### config.mk
export PLATFORM = sky130hd
export DESIGN_NAME = product_accumulator
export DESIGN_NICKNAME = d
export VERILOG_FILES = /design/src/rtl/product_accumulator.sv
export SDC_FILE = /design/constraint.sdc
export NUM_CORES = 1
export LEC_CHECK = 0
export BUFFER_PORTS_ARGS = -buffer_cell sky130_fd_sc_hd__buf_2
export CAP_MARGIN = 20
export CORE_AREA = 2 2 70 86
export DETAILED_ROUTE_END_ITERATION = 12
export DIE_AREA = 0 0 72 88
export HOLD_SLACK_MARGIN = 0.12
export PLACE_DENSITY = 0.74
export SLEW_MARGIN = 20
export SYNTH_ARGS = -nofsm -noshare
export SYNTH_HDL_FRONTEND = slang
export SYNTH_SLANG_ARGS = --single-unit
export TNS_END_PERCENT = 50
### constraint.sdc
create_clock -name clock -period 7.1 [get_ports clock]
set_input_delay 1.42 -clock clock [delete_from_list [all_inputs] [get_ports clock]]
set_output_delay 1.42 -clock clock [all_outputs]
set_load 0.01 [all_outputs]
### src/rtl/product_accumulator.sv
// Frame accumulator: sums a length-prefixed run of multiplier products and presents
// the total with a sticky overflow flag. Build option: PRODUCT_ACCUMULATOR_DROP_OVF_EN.
module product_accumulator #(
    parameter int WIDTH       = 8,
    parameter int COUNT_WIDTH = 4
) (
    input  logic                           clock,
    input  logic                           reset_n,
    input  logic                           start_in,
    input  logic [COUNT_WIDTH-1:0]         length_in,
    input  logic [2*WIDTH-1:0]             product_in,
    input  logic                           overflow_in,
    input  logic                           valid_in,
    output logic                           ready_out,
    output logic [2*WIDTH+COUNT_WIDTH-1:0] sum_out,
    output logic                           overflow_out,
    output logic                           sum_valid_out,
    input  logic                           sum_ready_in,
    output logic                           busy_out
);
    localparam int SUM_W = 2*WIDTH + COUNT_WIDTH;

    typedef enum logic [1:0] {
        S_IDLE  = 2'd0,
        S_ACCUM = 2'd1,
        S_DONE  = 2'd2
    } state_t;

    state_t                 state_reg, state_next;
    logic [SUM_W-1:0]       acc_reg;
    logic [COUNT_WIDTH-1:0] count_reg;
    logic                   ovf_reg;
    logic [SUM_W-1:0]       sum_out_reg;
    logic                   ovf_out_reg;

    logic                   accept;
    logic                   last_term;
    logic [SUM_W-1:0]       addend;
    logic [SUM_W-1:0]       acc_next;
    logic                   ovf_next;

    assign accept    = (state_reg == S_ACCUM) && valid_in;
    assign last_term = (count_reg == COUNT_WIDTH'(1));

`ifdef PRODUCT_ACCUMULATOR_DROP_OVF_EN
    // Flagged products still consume a term slot but contribute nothing to the sum.
    assign addend = overflow_in ? '0 : {{COUNT_WIDTH{1'b0}}, product_in};
`else
    assign addend = {{COUNT_WIDTH{1'b0}}, product_in};
`endif

    assign acc_next = acc_reg + addend;
    assign ovf_next = ovf_reg | overflow_in;

    // State register
    always_ff @(posedge clock) begin
        if (!reset_n) begin
            state_reg <= S_IDLE;
        end else begin
            state_reg <= state_next;
        end
    end

    // Next-state logic
    always_comb begin
        state_next = state_reg;
        case (state_reg)
            S_IDLE: begin
                if (start_in) begin
                    state_next = (length_in == '0) ? S_DONE : S_ACCUM;
                end
            end
            S_ACCUM: begin
                if (accept && last_term) begin
                    state_next = S_DONE;
                end
            end
            S_DONE: begin
                if (sum_ready_in) begin
                    state_next = S_IDLE;
                end
            end
            default: state_next = S_IDLE;
        endcase
    end

    // Output decode from state only
    always_comb begin
        ready_out     = 1'b0;
        sum_valid_out = 1'b0;
        busy_out      = 1'b0;
        case (state_reg)
            S_ACCUM: begin
                ready_out = 1'b1;
                busy_out  = 1'b1;
            end
            S_DONE: begin
                sum_valid_out = 1'b1;
                busy_out      = 1'b1;
            end
            default: ;
        endcase
    end

    // Datapath; the result registers only change on frame start/completion, so they
    // hold stable through DONE and keep the last frame's values while IDLE.
    always_ff @(posedge clock) begin
        if (!reset_n) begin
            acc_reg     <= '0;
            count_reg   <= '0;
            ovf_reg     <= 1'b0;
            sum_out_reg <= '0;
            ovf_out_reg <= 1'b0;
        end else begin
            if (state_reg == S_IDLE && start_in) begin
                acc_reg   <= '0;
                count_reg <= length_in;
                ovf_reg   <= 1'b0;
                if (length_in == '0) begin
                    sum_out_reg <= '0;
                    ovf_out_reg <= 1'b0;
                end
            end else if (accept) begin
                acc_reg   <= acc_next;
                count_reg <= count_reg - COUNT_WIDTH'(1);
                ovf_reg   <= ovf_next;
                if (last_term) begin
                    sum_out_reg <= acc_next;
                    ovf_out_reg <= ovf_next;
                end
            end
        end
    end

    assign sum_out      = sum_out_reg;
    assign overflow_out = ovf_out_reg;

endmodule

After elaboration in Yosys (flattened, before gate mapping) --
Index checks and enable logic that the tools add are counted. Widths: inputs -> output; s select.
Operators by class: muxes and demuxes 18, bitwise gates (word level) 2, equal/unequal tests 7, $add $sub $neg 2, reduce and logical (&&, ||, !) cells 11
Operators with widths (count):
- $mux 20 | 4
- $add 20x16->20 | 1
- $mux 2 | 4
- $mux 4 | 2
- $mux 1 | 7
- $pmux 2 s3 | 1
- $reduce_and 3->1 | 2
- $eq 4x1->1 const B | 1
- $logic_not 4->1 | 1
- $ne 2x1->1 const B | 2
- $ne 2x2->1 const B | 2
- $reduce_bool 2->1 | 2
- $reduce_or 2->1 | 2
- $sub 4x1->4 const B | 1
- $logic_and 1x1->1 | 3
- $eq 2x1->1 const B | 1
- $eq 2x2->1 const B | 1
- $logic_not 2->1 | 1
- $not 1->1 | 1
- $or 1x1->1 | 1
Storage, ports and cells: input port bits 26, logic and storage cells 46, flip-flop bits (word level) 48, output and inout port bits 24

Depth between registers and ports, before layout --
Gate-level depths: netlist of the first run.
depth in word-level cells 5, depth in mapped cells 10

Least setup slack after synthesis of the first run --
Ideal clock, no wire load.
path kind input port to flip-flop, from input port product_in[0], to register acc_reg[12], required time 7.030 ns, setup time 0.070 ns, cell stages on the path 9, buffers on the path 0, setup slack 3.778 ns, arrival time 3.252 ns, cell sequence ha_1 fa_1 a211oi_1 o211ai_2 o21a_1 a311oi_1 xnor2_1 nand2_1 a21oi_1
Between the ends: cells in the longest elaborated chain, start to end 1
Ends and longest elaborated chain:
- from (decl) | line 11 | input logic [2*WIDTH-1:0] product_in,
- $add 20x16->20 | line 52 | assign acc_next = acc_reg + addend;
- to (signal assigned) | line 124 | acc_reg <= acc_next;
- to (decl) | line 30 | logic [SUM_W-1:0] acc_reg;
No other way between the ends. A chain may end at the register's enable or synchronous reset.

Worst setup path in the final report of the first run --
from input port valid_in, to register sum_out_reg[19], in the netlist sum_out[19]
Between the ends: cells in the longest elaborated chain, start to end 3
Ends and longest elaborated chain:
- from (decl) | line 13 | input logic valid_in,
- $logic_and 1x1->1 | line 42 | assign accept = (state_reg == S_ACCUM) && valid_in;
- $reduce_bool 2->1 (no line)
- $reduce_and 3->1 (no line)
- to (signal assigned) | line 128 | sum_out_reg <= acc_next;
- to (decl) | line 33 | logic [SUM_W-1:0] sum_out_reg;
No other way between the ends.

==> reports/metrics.yaml, run 1 <==
power_and_ir_drop:
  power_switching_share: 0.301
  p_seq_frac: 0.436
  maximum_resistive_drop_on_vdd_mv: 0.106
  power.internal_uw: 472
  share_comb_of_total_power: 0.241
  pwr_density_cell_mw_per_mm2: 221
  power.static_leakage_uw: 0.00133
  power.share.clock: 0.323
  power_uw: 675
  power_switching_uw: 203
clock_network:
  cts_hold_repair.buffers: 0
  clock_sink_count: 48
  htreeDepth: 2
  cts.path.max_buffers: 2
  cts_tree: "yes"
  postCtsSetupBuffers: 0
  numCtsBuffers: 5
  post_cts.resized_instances: 0
  insertion_delay_ps: 300
  clkTransAtPathRegs_ps: 90
  cts_root_buffer: "sky130_fd_sc_hd__clkbuf_8"
layout:
  antenna_cells: 0
  layout_cell_share_with_drive_strength_beyond_1: 0.173
  fillCellCount: 525
  areaGrowthSynthToFinish_pct: 14.5
  layout.nets: 406
  final_cell_area_mm2: 0.00306
sta:
  unrepaired_setup_endpoints_after_global_routing: "no"
  hold_viol_final: 0
  worst_clock_skew_on_the_final_layout_ps: 6.19
  period_minus_slack_ps: 4060
  final_max_slew_viol_count: 0
  setup_total_negative_slack_ps: 0
  tightestPinTransition_ps: 940
  timing.max_slew.rel_slack: 0.371
  finalWorstSetupSlack_ps: 3040
  fmaxAchievable_mhz: 247
  setup_violations: 0
  final.period_utilization: 0.571
setup_path:
  rr_startpoint: "state_reg[1]"
  crit_fanout: 24
  worstReg2RegEnd: "sum_out[19]"
  worst-endpoint-required_ps: 7300
  r2r_setup_slack_ps: 3540
  critPathLaunchType: "input pin"
  crit_arrival_ps: 4260
  path_class: "in2reg"
  worst-r2r-cell-count: 8
  crit_end: "sum_out[19]"
  worst_setup_path_end_kind: "flop"
  setup.worst_path.start: "valid_in"
worst_hold_path:
  hold_path_class: "reg2reg"
  holdPathStages: 2
logic_synthesis:
  synth_cell_type_count: 42
  synth.yosys.seq_area_share: 0.360
  post_synth_instance_area_mm2: 0.00267
  synthesized_flop_and_latch_total: 48
  postSynthNetCount: 366
  synth_enable_flop_cells: 0
  netlist_instances: 318
  primary_ff_master_synth: "sky130_fd_sc_hd__dfxtp_1"
  synthArstFlopShare: 0
  synthesis.yosys.warnings: 0
  post_synth.cell_area_avg_um2: 8.40
global_route:
  grt.total_usage: 0.195
  globalRoute.totalOverflow: 0
  first_global_vias: 2168
  maximum_number_of_pins_on_one_net_before_global_route_repair: 25
  global_route_wire_length_before_repair_um: 9740
  number_of_antenna_violations_at_the_first_check_in_global_routing: 0
place:
  port_buffers: 49
  finalWeightedCongestion: 0.827
  placed_area_mm2: 0.00293
  preCtsSetupSlack_ps: 2720
  dp.final_hpwl_um: 4370
die:
  boundaryPins: 50
  std_cell_rows: 30
  dieArea_mm2: 0.00634
  floorplan.initialDensity: 0.484
  die_y_um: 88
  fp.dieW_um: 72
  core_area_mm2: 0.00552
drt:
  route.vias.total: 2396
  detail_route.wirelength_um: 5950
  post_route_drc: 0
  routed_via_density: 5.66
  routed_wire_length_per_instance_um: 14.1
  first_iter_violations: 140
  dr.pass1.iters: 4
  drtAntennaViolNets: 0
run:
  maxCapViolations: 0
run_status:
  status: "finished, final reports clean"
worst min path at each step:
stage,end,startpoint
after CTS,acc_reg[14],acc_reg[14]
after global placement,acc_reg[14],acc_reg[14]
after global routing,acc_reg[12],acc_reg[12]
after detailed placement,acc_reg[14],acc_reg[14]
after floorplan,ovf_reg,ovf_reg
final,acc_reg[14],acc_reg[14]
synthesized netlist by cell type, types with 4 or more instances:
master | n | area, µm²
sky130_fd_sc_hd__ha_1 | 21 | 263
sky130_fd_sc_hd__o211ai_1 | 5 | 37.5
sky130_fd_sc_hd__a21o_1 | 5 | 37.5
sky130_fd_sc_hd__xor2_1 | 7 | 61.3
sky130_fd_sc_hd__o21ai_0 | 9 | 45.0
sky130_fd_sc_hd__dfxtp_1 | 48 | 961
sky130_fd_sc_hd__a21oi_1 | 34 | 170
sky130_fd_sc_hd__nor3_1 | 7 | 35.0
sky130_fd_sc_hd__and2_1 | 4 | 25.0
sky130_fd_sc_hd__a22oi_1 | 10 | 75.1
sky130_fd_sc_hd__nand3_1 | 10 | 50.1
sky130_fd_sc_hd__xnor2_1 | 14 | 123
sky130_fd_sc_hd__nand4_1 | 4 | 25.0
sky130_fd_sc_hd__inv_1 | 10 | 37.5
sky130_fd_sc_hd__nand2_1 | 45 | 169
sky130_fd_sc_hd__clkbuf_1 | 12 | 45.0
sky130_fd_sc_hd__a22o_1 | 10 | 87.6
sky130_fd_sc_hd__nor2_1 | 14 | 52.6
sky130_fd_sc_hd__nor2b_1 | 12 | 75.1
stage by stage:
| step | utilization | std cells | hold WS (ps) |
|---|---|---|---|
| floorplan | - | 318 | 432 |
| global placement | 0.532 | 415 | 445 |
| detailed placement | 0.532 | 415 | 450 |
| CTS | 0.555 | 423 | 463 |
| global route | 0.555 | 423 | 480 |
| finish | 0.555 | 423 | 462 |
layer usage:
metal / wire length, µm / global-route usage / vias up
li1: - / - / 1222
met1: 2670 / 0.234 / 1114
met2: 2950 / 0.348 / 54
met3: 263 / 0.0414 / 6
met4: 74 / 0.0566 / 0
met5: 0 / 0 / -
logic make-up after synthesis:
kind of cell / after synthesis / share of synthesized area
compound gates: 98 / 0.249
flops: 48 / 0.360
simple gates: 103 / 0.179
xor+xnor: 21 / 0.0688
fa+ha+maj: 22 / 0.106
buf+inv: 26 / 0.0379
cell type report:
class,count,area (µm²),share of cell area
Multi-Input combinational cell,244,1610,0.526
Clock buffer,7,96.3,0.0315
Clock inverter,1,30.0,0.00981
Timing Repair Buffer,49,245,0.0801
Sequential cell,48,961,0.314
Tap cell,64,80.1,0.0262
Inverter,10,37.5,0.0123
critical path: stages:
cell and delay (ps):
sky130_fd_sc_hd__buf_2 80, sky130_fd_sc_hd__and2_1 720, sky130_fd_sc_hd__nand3_1 280, sky130_fd_sc_hd__a21oi_1 670
sky130_fd_sc_hd__a31oi_1 360, sky130_fd_sc_hd__and2_1 430, sky130_fd_sc_hd__a22o_1 270
layout by cell type, fill, tap and decap left out, types with 2 or more instances in the layout:
cell type	netlist	final
sky130_fd_sc_hd__a21boi_0	3	3
sky130_fd_sc_hd__a21o_1	5	5
sky130_fd_sc_hd__a21oi_1	34	34
sky130_fd_sc_hd__a22o_1	10	10
sky130_fd_sc_hd__a22oi_1	10	10
sky130_fd_sc_hd__a311oi_1	2	2
sky130_fd_sc_hd__a31oi_1	3	3
sky130_fd_sc_hd__and2_1	4	4
sky130_fd_sc_hd__and3_1	2	2
sky130_fd_sc_hd__buf_2	3	49
sky130_fd_sc_hd__clkbuf_8	0	7
sky130_fd_sc_hd__dfxtp_1	48	48
sky130_fd_sc_hd__ha_1	21	21
sky130_fd_sc_hd__inv_1	10	10
sky130_fd_sc_hd__nand2_1	45	45
sky130_fd_sc_hd__nand3_1	10	10
sky130_fd_sc_hd__nand4_1	4	4
sky130_fd_sc_hd__nor2_1	14	14
sky130_fd_sc_hd__nor2b_1	12	12
sky130_fd_sc_hd__nor3_1	7	7
sky130_fd_sc_hd__nor4_1	2	2
sky130_fd_sc_hd__o211a_1	3	3
sky130_fd_sc_hd__o211ai_1	5	5
sky130_fd_sc_hd__o21a_1	3	3
sky130_fd_sc_hd__o21ai_0	9	9
sky130_fd_sc_hd__or4_1	2	2
sky130_fd_sc_hd__xnor2_1	14	14
sky130_fd_sc_hd__xor2_1	7	7
power by group through the flow:
| stage | registers (µW) | clock network (µW) | logic (µW) |
|---|---|---|---|
| after detailed placement | 301 | 0 | 162 |
| after global placement | 300 | 0 | 161 |
| after CTS | 295 | 222 | 164 |
| final | 294 | 218 | 163 |
| after global routing | 296 | 232 | 183 |
| after floorplan | 299 | 0 | 123 |
Note: power is estimated with default switching activity, not from simulation.
==> run 2, diff against run 1 <==
--- a/config.mk
+++ b/config.mk
@@ -11,7 +11,7 @@
 export DETAILED_ROUTE_END_ITERATION = 12
 export DIE_AREA = 0 0 72 88
 export HOLD_SLACK_MARGIN = 0.12
-export PLACE_DENSITY = 0.74
+export PLACE_DENSITY = 0.77
 export SLEW_MARGIN = 20
 export SYNTH_ARGS = -nofsm -noshare
 export SYNTH_HDL_FRONTEND = slang
==> constraint.sdc (replaced) <==
create_clock -name clock -period 3.4 [get_ports clock]
set_input_delay 0.68 -clock clock [delete_from_list [all_inputs] [get_ports clock]]
set_output_delay 0.68 -clock clock [all_outputs]
set_load 0.01 [all_outputs]
==> run 2 against run 1 <==
Sequential power is 110% higher. First-iteration DRC count is 11% lower. Combinational power is 110% higher. Worst hold slack worse by 3.9 ps. Count of clock-buffer cells in the layout stayed put. Highest routed layer unchanged. Largest cell class unchanged. Sequential share of layout area is 0.30 points lower.
==> reports/metrics.yaml, run 2 (synthesized netlist as in run 1, its figures left out) <==
power_and_ir_drop:
  power_switching_share: 0.304  # +0.00313
  power.internal_uw: 990  # +110%
  p_seq_frac: 0.432  # -0.004
  share_comb_of_total_power: 0.243  # +0.002
  maximum_resistive_drop_on_vdd_mv: 0.283  # +170%
  pwr_density_cell_mw_per_mm2: 460  # +110%
  power.static_leakage_uw: 0.00135  # +1.6%
  power.share.clock: 0.325  # +0.002
  power_switching_uw: 432  # +110%
drt:
  drtAntennaViolNets: 0  # unchanged
  routed_wire_length_per_instance_um: 14.0  # -0.25%
  post_route_drc: 0  # unchanged
  detail_route.wirelength_um: 5990  # +0.69%
  dr.pass1.iters: 5  # +1
  first_iter_violations: 125  # -11%
  routed_via_density: 5.58  # -1.4%
  route.vias.total: 2384  # -0.50%
sta:
  unrepaired_setup_endpoints_after_global_routing: "no"
  timing.max_slew.rel_slack: 0.403  # +0.0323
  worst_clock_skew_on_the_final_layout_ps: 9.03  # +2.84 ps
  fmaxAchievable_mhz: 397
  setup_violations: 0  # unchanged
  final.period_utilization: 0.741
  tightestPinTransition_ps: 891  # -48.3 ps
  hold_viol_final: 0  # unchanged
  final_max_slew_viol_count: 0  # unchanged
  setup_total_negative_slack_ps: 0  # unchanged
  period_minus_slack_ps: 2520
run_status:
  status: "finished, final reports clean"
global_route:
  maximum_number_of_pins_on_one_net_before_global_route_repair: 24  # -4.0%
  number_of_antenna_violations_at_the_first_check_in_global_routing: 0  # unchanged
  first_global_vias: 2235  # +3.1%
  global_route_wire_length_before_repair_um: 9960  # +2.3%
  globalRoute.totalOverflow: 0  # unchanged
  grt.total_usage: 0.199  # +0.00449
run:
  maxCapViolations: 0  # unchanged
setup_path:
  critical_path.n_buffers_inverters: 1  # unchanged
  crit_arrival_ps: 2770  # -1490 ps
  cp_cell_sequence: "buf_2 > ha_1 > fa_1 > a211oi_1 > o211ai_2 > o21a_1 > a311oi_1 > xnor2_1 > nand2_1 > a21oi_1"
  crit_fanout: 3  # -88%
  r2r_setup_slack_ps: 890  # -2650 ps
  path_class: "in2reg"
  critPathLaunchType: "input pin"
  worst_path_largest_cell_delay_ps: 430  # -290 ps
  worst_setup_path_end_kind: "flop"
  worst-endpoint-required_ps: 3650  # -3650 ps
  cp_top_family: "compound AO/OA/AOI/OAI gates"
  critPathSlowestCell: "sky130_fd_sc_hd__fa_1"
die:
  boundaryPins: 50  # unchanged
  dieArea_mm2: 0.00634  # unchanged
  die_y_um: 88  # unchanged
  floorplan.initialDensity: 0.484  # unchanged
  std_cell_rows: 30  # unchanged
  fp.dieW_um: 72  # unchanged
  core_area_mm2: 0.00552  # unchanged
layout:
  layout_cell_share_with_drive_strength_beyond_1: 0.182  # +0.00912
  layout.nets: 410  # +0.99%
  final-instance-count-excl-fill: 427  # +0.95%
  fillCellCount: 498  # -5.1%
  multi_input_logic_area_mm2: 0.00161  # unchanged
  areaGrowthSynthToFinish_pct: 15.6
  antenna_cells: 0  # unchanged
  final_common_cell: "sky130_fd_sc_hd__buf_2"
  layout_common_cells: "49 x sky130_fd_sc_hd__buf_2, 48 x sky130_fd_sc_hd__dfxtp_1, 45 x sky130_fd_sc_hd__nand2_1"
  seqCellArea_um2: 961  # unchanged
clock_network:
  postCtsSetupBuffers: 0  # unchanged
  clkTransAtPathRegs_ps: 90  # about the same
  cts.path.max_buffers: 2  # unchanged
  clock_sink_count: 48  # unchanged
  cts_tree: "yes"
  cts_hold_repair.buffers: 0  # unchanged
  htreeDepth: 2  # unchanged
  cts_root_buffer: "sky130_fd_sc_hd__clkbuf_8"
  insertion_delay_ps: 310  # about the same
  post_cts.resized_instances: 0  # unchanged
  numCtsBuffers: 5  # unchanged
worst_hold_path:
  hold_path_class: "reg2reg"
place:
  dp.final_hpwl_um: 4410  # +0.93%
  finalWeightedCongestion: 0.897  # +8.5%
  port_buffers: 49  # unchanged
  placed_cells_incl_taps: 419  # +0.96%
==> run 2: routing by layer <==
layer / part of all wire / vias to the layer above / global-route usage
li1: - / 1220 / -
met1: 0.44 / 1090 / 0.238
met2: 0.49 / 61 / 0.348
met3: 0.046 / 13 / 0.0299
met4: 0.025 / 0 / 0.0961
met5: 0 / - / 0
==> run 2: area by class of cell <==
| cell class | instances | area share |
|---|---|---|
| clock inverter | 1 | 0.00972 |
| sequential | 48 | 0.311 |
| inverter | 10 | 0.0121 |
| multi-input combinational | 244 | 0.521 |
| clock buffer | 7 | 0.0312 |
| timing repair buffer | 53 | 0.0891 |
| tap | 64 | 0.0259 |
==> run 2: worst min-delay path, delay by kind of cell, from the launching register on <==
family | cells | cell delay [ps]
AND/OR/NAND/NOR | 1 | 50
flip-flops | 1 | 320
AO/OA/AOI/OAI | 1 | 50
==> run 2: power groups by stage <==
stage               clock, µW  combinational (µW)  sequential, µW
floorplan                   0                 257             625
global placement            0                 337             627
detailed placement          0                 342             628
CTS                       470                 346             615
global route              490                 393             620
finish                    462                 345             615
==> run 2: worst paths after layout <==
path / start / to / cells past startpoint
worst max-delay path: product_in[0] / acc_reg[12] / 10
worst min-delay path: acc_reg[12] / acc_reg[12] / 2
worst max register to register: state_reg[1] / sum_out[16] / 8
worst min register to register: acc_reg[12] / acc_reg[12] / 2
==> run 2: per-stage QoR <==
stage / setup WS (ps) / cell area, µm² / hold slack (ps) / power [µW] / utilization
6_report: 882 / 3090 / 458 / 1420 / 0.560
5_1_grt: 694 / 3090 / 483 / 1500 / 0.560
4_1_cts: 849 / 3090 / 461 / 1430 / 0.560
3_5_place_dp: 585 / 2960 / 448 / 971 / 0.537
3_3_place_gp: 595 / 2960 / 443 / 964 / 0.537
2_1_floorplan: 818 / 2670 / 432 / 882 / -
==> run 3, diff against run 2 <==
--- a/config.mk
+++ b/config.mk
@@ -11,7 +11,7 @@
 export DETAILED_ROUTE_END_ITERATION = 12
 export DIE_AREA = 0 0 72 88
 export HOLD_SLACK_MARGIN = 0.12
-export PLACE_DENSITY = 0.77
+export PLACE_DENSITY = 0.74
 export SLEW_MARGIN = 20
 export SYNTH_ARGS = -nofsm -noshare
 export SYNTH_HDL_FRONTEND = slang
==> constraint.sdc (replaced) <==
create_clock -name clock -period 2.5 [get_ports clock]
set_input_delay 0.5 -clock clock [delete_from_list [all_inputs] [get_ports clock]]
set_output_delay 0.5 -clock clock [all_outputs]
set_load 0.01 [all_outputs]
==> run 3 against run 2 <==
Via count increased by 0.84%. Clock skew fell by 2.7 ps. Sequential share of layout area decreased by 0.54 points. Combinational power grew 42%. Core utilization rose by 1.0 points. Wire length grew 0.10%. Register-to-register slack worse by 660 ps.
==> reports/metrics.yaml, run 3 (synthesized netlist as in run 1, its figures left out) <==
run_status:
  status: "finished, final reports clean"
clock_network:
  cts_root_buffer: "sky130_fd_sc_hd__clkbuf_8"
  insertion_delay_ps: 310  # about the same
  htreeDepth: 2  # unchanged
  numCtsBuffers: 5  # unchanged
  postCtsSetupBuffers: 0  # unchanged
  cts.path.max_buffers: 2  # unchanged
  clkTransAtPathRegs_ps: 90  # about the same
  clock_sink_count: 48  # unchanged
  cts_tree: "yes"
layout:
  final_common_cell: "sky130_fd_sc_hd__buf_2"
  final_core_utilization: 0.570  # +0.00998
  fillCellCount: 520  # +4.4%
  areaGrowthSynthToFinish_pct: 17.7
  layout_common_cells: "49 x sky130_fd_sc_hd__buf_2, 48 x sky130_fd_sc_hd__dfxtp_1, 45 x sky130_fd_sc_hd__nand2_1"
  antenna_cells: 0  # unchanged
  layout.nets: 420  # +2.4%
  layout_cell_share_with_drive_strength_beyond_1: 0.212  # +0.0300
place:
  port_buffers: 49  # unchanged
  finalWeightedCongestion: 0.872  # -2.8%
  dp.final_hpwl_um: 4440  # +0.76%
  preCtsSetupSlack_ps: -161  # -746 ps
sta:
  fmaxAchievable_mhz: 441
  setup_total_negative_slack_ps: 0  # unchanged
  final.period_utilization: 0.907
  period_minus_slack_ps: 2270
  setup_violations: 0  # unchanged
  timing.max_slew.rel_slack: 0.449  # +0.0457
  worst_clock_skew_on_the_final_layout_ps: 6.38  # -2.65 ps
  unrepaired_setup_endpoints_after_global_routing: "no"
  tightestPinTransition_ps: 824  # -67.4 ps
  final_max_slew_viol_count: 0  # unchanged
  hold_viol_final: 0  # unchanged
  finalWorstSetupSlack_ps: 233  # -649 ps
power_and_ir_drop:
  p_seq_frac: 0.461  # +0.029
  share_comb_of_total_power: 0.270  # +0.027
  power.static_leakage_uw: 0.00138  # +2.3%
  power_switching_uw: 588  # +36%
  maximum_resistive_drop_on_vdd_mv: 0.352  # +25%
  power_switching_share: 0.323  # +0.0191
  power.share.clock: 0.269  # -0.056
  pwr_density_cell_mw_per_mm2: 579  # +26%
  power.internal_uw: 1230  # +24%
setup_path:
  cp_cell_sequence: "ha_1 > fa_2 > a211oi_2 > o211ai_2 > o211ai_1 > o21ai_2 > a21boi_2 > or4_1 > a21oi_1"
  cp_top_family: "compound AO/OA/AOI/OAI gates"
  worst_path_largest_cell_delay_ps: 470  # +40 ps
  worst-endpoint-required_ps: 2740  # -910 ps
  crit_fanout: 5  # +2
  critPathLaunchType: "flop"
  worst_setup_path_end_kind: "flop"
  path_class: "reg2reg"
  critPathSlowestCell: "sky130_fd_sc_hd__or4_1"
  critical_path.n_buffers_inverters: 0  # -1
  crit_arrival_ps: 2510  # -260 ps
drt:
  first_iter_violations: 75  # -40%
  detail_route.wirelength_um: 6000  # +0.10%
  route.vias.total: 2404  # +0.84%
  routed_wire_length_per_instance_um: 13.7  # -2.2%
  post_route_drc: 0  # unchanged
  drtAntennaViolNets: 0  # unchanged
  dr.pass1.iters: 4  # -1
  routed_via_density: 5.50  # -1.5%
die:
  std_cell_rows: 30  # unchanged
  core_area_mm2: 0.00552  # unchanged
  floorplan.initialDensity: 0.484  # unchanged
  dieArea_mm2: 0.00634  # unchanged
  fp.dieW_um: 72  # unchanged
  boundaryPins: 50  # unchanged
  die_y_um: 88  # unchanged
run:
  maxCapViolations: 0  # unchanged
global_route:
  number_of_antenna_violations_at_the_first_check_in_global_routing: 0  # unchanged
  global_route_wire_length_before_repair_um: 10000  # +0.48%
  maximum_number_of_pins_on_one_net_before_global_route_repair: 24  # unchanged
  grt.total_usage: 0.200  # about the same
  globalRoute.totalOverflow: 0  # unchanged
  first_global_vias: 2312  # +3.4%
worst_hold_path:
  hold_path_class: "in2reg"
run 3: changes by cell type in the layout (fill, tap and decap cells not counted), sizes merged:
cell and change:
buf +10, clkinv +2, bufinv -1, clkbuf -1
run 3: repair_timing:
| action | 4_1_cts | 5_1_grt |
|---|---|---|
| endpoints found under the setup margin | 0 | 3 |
| resized for setup | 0 | 3 |
| hold buffers | 0 | 0 |
run 3: area by class of cell:
type | instances | area (µm²) | share of cell area
clock buffers | 6 | 82.6 | 0.0263
clock inverters | 2 | 10.0 | 0.00318
inverters | 10 | 37.5 | 0.0119
multi-input cells | 244 | 1620 | 0.516
flip-flops and latches | 48 | 961 | 0.305
well taps | 64 | 80.1 | 0.0255
repair buffers | 63 | 350 | 0.111
run 3: worst paths after layout:
kind                from          end  slack, ps  cells past startpoint
max           acc_reg[0]  acc_reg[18]        230                      9
min          overflow_in      ovf_reg        440                      3
max reg2reg   acc_reg[0]  acc_reg[18]        230                      9
min reg2reg  acc_reg[10]  acc_reg[10]        460                      2
run 3: power by group through the flow:
stage	Clock (µW)	Sequential, µW	Combinational, µW
floorplan	0	849	350
global placement	0	852	479
detailed placement	0	855	486
CTS	496	837	490
global route	519	844	554
finish	490	838	491
run 3: metrics by stage:
step	std cells	area, µm²	hold slack [ps]	total power [µW]
after floorplan	318	2670	432	1200
after global placement	429	3040	444	1330
after detailed placement	429	3040	452	1340
after CTS	437	3130	443	1820
after global routing	437	3150	451	1920
final	437	3150	444	1820
run 3: tightest hold or removal path: cells and delay by family:
family,cells,cell delay (ps)
AOI/OAI and AO/OA,1,50
buffers and inverters,1,90
and+or+nand+nor,1,70
run 3: routing by layer:
metal	GRT usage	up-vias	routed length, µm
li1	-	1242	-
met1	0.228	1122	2730
met2	0.368	33	2990
met3	0.0276	7	171
met4	0.0858	0	104
met5	0	-	0
